==> config.mk <==
export PLATFORM = sky130hd
export DESIGN_NAME = input_debouncer
export DESIGN_NICKNAME = d
export VERILOG_FILES = /design/src/rtl/input_debouncer.sv
export SDC_FILE = /design/constraint.sdc
export NUM_CORES = 1
export LEC_CHECK = 0
export CORE_AREA = 2 2 39 41
export DETAILED_ROUTE_END_ITERATION = 8
export DIE_AREA = 0 0 41 43
export PLACE_DENSITY_LB_ADDON = 0.08
export SYNTH_ARGS = -nofsm -noshare
export SYNTH_HDL_FRONTEND = slang
export SYNTH_SLANG_ARGS = --single-unit
export TNS_END_PERCENT = 50
==> constraint.sdc <==
create_clock -name clk_in -period 2.5 [get_ports clk_in]
set_input_delay 0.5 -clock clk_in [delete_from_list [all_inputs] [get_ports clk_in]]
set_output_delay 0.5 -clock clk_in [all_outputs]
set_load 0.005 [all_outputs]
==> src/rtl/input_debouncer.sv <==
// input_debouncer: two-channel synchroniser + glitch filter with registered rise/fall pulses
module input_debouncer #(
    parameter int STABLE_CYCLES = 4,
    parameter int SYNC_STAGES   = 2
) (
    input  logic clk_in,
    input  logic rst_in,
    input  logic a_raw_in,
    input  logic b_raw_in,
    output logic a_out,
    output logic b_out,
    output logic a_rise_out,
    output logic a_fall_out,
    output logic b_rise_out,
    output logic b_fall_out
);
    localparam int CW = $clog2(STABLE_CYCLES);
    localparam logic [CW-1:0] LAST = CW'(STABLE_CYCLES - 1);
    typedef enum logic {STABLE, CHECK} state_t;
    logic [1:0] raw, out, rise, fall;
    assign raw = {b_raw_in, a_raw_in};
    for (genvar c = 0; c < 2; c++) begin : g_ch
        logic [SYNC_STAGES-1:0] sync_q;
        state_t state_q, state_d;
        logic [CW-1:0] cnt_q, cnt_d;
        logic out_q, out_d, rise_q, rise_d, fall_q, fall_d, s;
        assign s = sync_q[SYNC_STAGES-1];
        always_ff @(posedge clk_in) begin
            if (rst_in) begin
                sync_q  <= '0;
                state_q <= STABLE;
                cnt_q   <= '0;
                out_q   <= 1'b0;
                rise_q  <= 1'b0;
                fall_q  <= 1'b0;
            end else begin
                sync_q  <= {sync_q[SYNC_STAGES-2:0], raw[c]};
                state_q <= state_d;
                cnt_q   <= cnt_d;
                out_q   <= out_d;
                rise_q  <= rise_d;
                fall_q  <= fall_d;
            end
        end
        // any return of s to the current level restarts qualification from zero
        always_comb begin
            state_d = STABLE;
            cnt_d   = '0;
            out_d   = out_q;
            rise_d  = 1'b0;
            fall_d  = 1'b0;
            if (s != out_q) begin
                if (state_q == STABLE) begin
                    state_d = CHECK;
                    cnt_d   = CW'(1);
                end else if (cnt_q == LAST) begin
                    out_d  = s;
                    rise_d = s;
                    fall_d = ~s;
                end else begin
                    state_d = CHECK;
                    cnt_d   = cnt_q + 1'b1;
                end
            end
        end
        assign out[c]  = out_q;
        assign rise[c] = rise_q;
        assign fall[c] = fall_q;
    end
    assign a_out      = out[0];
    assign b_out      = out[1];
    assign a_rise_out = rise[0];
    assign a_fall_out = fall[0];
    assign b_rise_out = rise[1];
    assign b_fall_out = fall[1];
endmodule

# --- After elaboration in Yosys (flattened, before gate mapping) ---
# Cells that the tools add are included.
word_totals:
  register_bits: 16
  in_bits: 4
  output_inout_bits: 6
classes:
  n_addsub: 2
  reduce_logical: 8
  bitwise: 8
  n_eq_ne: 4
  mux: 8
ops:
  columns: ["cell", "count"]
  rows:
  - ["$reduce_or A4 Y1", 4]
  - ["$mux W1", 8]
  - ["$not A1 Y1", 8]
  - ["$reduce_and A3 Y1", 2]
  - ["$add A2 B1 Y2 const B", 2]
  - ["$eq A2 B2 Y1 const B", 2]
  - ["$reduce_or A2 Y1", 2]
  - ["$ne A1 B1 Y1", 2]

# --- Depth between registers and ports, before layout ---
depth:
  depth_word: 3
  depth_mapped: 3
  ltp_nobuf: 3

# --- Least setup slack after synthesis ---
# Ideal clock, no wire load.
synth_path:
  path_kind: "input-to-reg"
  from: "input rst_in"
  to: "register g_ch[0].rise_q, in the netlist a_rise_out"
  n_path_buf: 1
  path_slack_ns: 1.559
  path_stages: 2
  t_arrival_ns: 0.845
  setup_time_ns: 0.096
  cell_sequence: "buf_6 -> nor4b_1"
synth_via:
  elab_chain_cells: 1
synth_lines:
  columns: ["element", "line_no", "source"]
  rows:
  - ["start, declared", "7", "input logic rst_in,"]
  - ["$reduce_or A4 Y1 (no line)", null, null]
  - ["end signal, assigned", "41", "rise_q <= rise_d;"]
  - ["end, declared", "26", "logic out_q, out_d, rise_q, rise_d, fall_q, fall_d, s;"]
# Every way passes these cells.
# A chain may end at the register's enable or synchronous reset.

# --- Final worst setup path ---
layout_path:
  from: "register g_ch[1].out_q, in the netlist b_out"
  to: "output b_out"
layout_rtl:
  columns: ["element", "line_no", "source"]
  rows:
  - ["start, declared", "26", null]
  - ["start signal, assigned", "40", "out_q <= out_d;"]
  - ["end, declared", "11", "output logic b_out,"]
# No word-level cell between the ends.

==> results.py <==
metrics = {
    "run_status": {
        "run_status": "complete, no violations",
    },
    "timing": {
        "final.period_utilization_pct": 68.1,
        "report.final.hold_viol_count": 0,
        "setup_slack_ns": 0.796,
        "setup_viol_count_final": 0,
        "hold_ws_ns": 0.462,
        "period_minus_slack_ns": 1.70,
        "worst_slew_pin_slew_ns": 0.559,
        "finalMaxSlewViolations": 0,
        "fmax_mhz": 587,
        "finalClockSkew_ns": 0.00418,
        "final.setup.tns_ns": 0,
        "grt_setup_unrepaired": "false",
        "relSlewSlack_pct": 62.6,
    },
    "die": {
        "die_width_um": 41,
        "fp-row-count": 14,
        "core_region_area_um2": 1380,
        "num_io_pins": 10,
        "initial_cell_density_of_the_core_pct": 42.6,
        "dieArea_um2": 1760,
        "die-height_um": 43,
    },
    "grt": {
        "grt_first_pass_wirelength_um": 1540,
        "groute.layer.met1.usage_pct": 15.1,
        "gr-total-overflow": 0,
        "grt_start_max_net_pins": 17,
        "most_used_routing_layer": "met2",
        "grt_pass1_vias": 395,
        "gr-usage-met2_pct": 20.6,
        "globalRouteMet3Util_pct": 3.14,
        "number_of_antenna_violations_at_the_first_check_in_global_routing": 0,
        "groute.usage.overall_pct": 13.1,
    },
    "power": {
        "p_clk_share_pct": 36.9,
        "power.density_cell_area_nw_per_um2": 609,
        "power.share.switching_pct": 19.2,
        "power.internal_mw": 0.357,
        "vdd_drop_max_uv": 374,
        "sequentialPowerShare_pct": 59.6,
        "design_power_total_mw": 0.441,
        "power_frac_comb_pct": 3.5,
        "power.net_switching_mw": 0.0846,
        "power.static_leakage_nw": 0.272,
    },
    "synthesis": {
        "synthesis.nets": 57,
        "synth_ff_type": "dfxtp_1",
        "number_of_enable_type_register_cells_in_the_synthesized_netlist": 0,
        "synthMostInstantiatedCell": "dfxtp_1",
        "synthDominantCellAreaShare_pct": 54.4,
        "synthCells": 49,
        "synth.avg_cell_area_um2": 12.0,
        "ys_async_sr_fraction_pct": 0,
        "yosysSeqAreaShare_pct": 54.4,
        "synth_top_area_cell": "dfxtp_1",
        "netlist_area_before_placement_um2": 589,
        "synth.ff_latch_count": 16,
        "yosys-top-cells-count": "dfxtp_1 (16), and2b_2 (4), ha_1 (4), nand2_1 (4), nor4b_1 (4)",
        "yosys_warnings": 0,
        "synth.area.top_cells": "dfxtp_1 (54%), ha_1 (8.5%), and2b_2 (5.9%)",
        "ys_types": 14,
    },
    "cts": {
        "cts_root_buf": "clkbuf_4",
        "cts_num_sinks": 16,
        "postCtsSetupBuffers": 0,
        "htree_num_levels": 1,
        "clock_insertion_delay_worst_skew_ns": 0.27,
        "cts_tree": "yes",
        "buffer_depth_of_the_longest_clock_path": 2,
        "clk_pin_slew_ns": 0.09,
        "inserted_clock_buffers": 3,
        "holdBufCountCts": 0,
        "cts-resized-gates": 0,
    },
    "finish": {
        "fraction_of_layout_instances_using_a_drive_strength_above_1_pct": 19.7,
        "insertedDiodeCount": 0,
        "instances_no_fill": 77,
        "final_net_count": 70,
        "finalCoreUtilization_pct": 52.4,
        "flow.area_growth_from_synthesis_pct": 22.9,
        "fin_area_um2": 724,
    },
    "detailed_routing": {
        "detail_route.wl_per_cell_um": 11.5,
        "final_antenna_net_count": 0,
        "via_per_inst": 5.17,
        "dr.pass1.iters": 3,
        "detailed_route_drc_error_count": 0,
        "dr.first_iter.drc_count": 3,
        "via_count": 398,
        "wl_um": 885,
    },
    "setup_path": {
        "critPathLaunchType": "flip-flop",
        "path_buf_inv": 1,
        "cp.required_ns": 2.00,
        "criticalPathCategory": "reg2out",
        "worst_setup_path_end_kind": "output port",
        "crit_path_cell_trace": "clkdlybuf4s50_1",
        "cpPeakStageDelay_ns": 0.53,
        "critical_path_peak_fanout": 5,
        "timing.critical_path.arrival_ns": 1.20,
        "cell_with_the_largest_stage_delay_on_the_worst_path": "clkdlybuf4s50_1",
        "critical_path.top_delay_family": "buffers and inverters",
    },
    "place": {
        "gpl.final_weighted_congestion": 0.668,
        "dp_worst_setup_slack_ns": 0.771,
        "numPortBuffers": 9,
        "place_inst": 73,
        "placedInstanceArea_um2": 688,
    },
    "hold_path": {
        "hold_class": "reg2reg",
    },
    "job": {
        "cap_viol_max_count": 0,
    },
}
## per-layer routing
layer  up-vias  share of wire (%)  wire (um)
met1       190                 44        387
li1        202                  -          -
met3         2                2.4         21
met4         0                1.1         10
met5         -                  0          0
met2         4                 53        466
## power groups by stage
stage / registers, mW / clock network, mW / logic (mW)
after detailed placement: 0.269 / 0 / 0.0154
after global placement: 0.269 / 0 / 0.0144
after floorplan: 0.268 / 0 / 0.0102
final: 0.263 / 0.163 / 0.0154
after global routing: 0.264 / 0.175 / 0.0169
after CTS: 0.263 / 0.165 / 0.0156
## placed cells by master, fill, tap and decap left out, types with 3 or more instances in the layout
cell,n
nand2_1,4
clkdlybuf4s50_1,9
and2b_2,4
dfxtp_1,16
nor4b_1,4
clkbuf_4,3
ha_1,4
## path summary, 6_finish.rpt
kind | start | end | slack (ns) | cells after the start
min | g_ch[1].sync_q[0] | g_ch[1].sync_q[1] | 0.46 | 1
min reg2reg | g_ch[1].sync_q[0] | g_ch[1].sync_q[1] | 0.46 | 1
max | b_out | b_out | 0.80 | 1
max reg2reg | g_ch[1].cnt_q[0] | b_fall_out | 1.47 | 3
## state kept, by name, indices dropped and copies added, names as in the netlist
name          count
a_rise_out        1
b_out             1
g_ch.state_q      2
b_fall_out        1
a_fall_out        1
b_rise_out        1
a_out             1
g_ch.sync_q       4
g_ch.cnt_q        4
## cell families (layout without fill, tap and decap cells)
| logic type | after synthesis | count (layout) | synth area share, % |
|---|---|---|---|
| compound gates | 8 | 8 | 10.2 |
| simple gates | 18 | 18 | 22.1 |
| buf+inv | 1 | 13 | 1.91 |
| fa+ha+maj | 4 | 4 | 8.49 |
| flops | 16 | 16 | 54.4 |
| xor+xnor | 2 | 2 | 2.97 |
## cell type report
type	instances	area, um^2
multi-input cells	32	258
repair buffers	9	90.1
clock buffers	4	36.3
flip-flops and latches	16	320
well taps	16	20.0
fillers	126	659
Power figures use the tool's default switching activity.
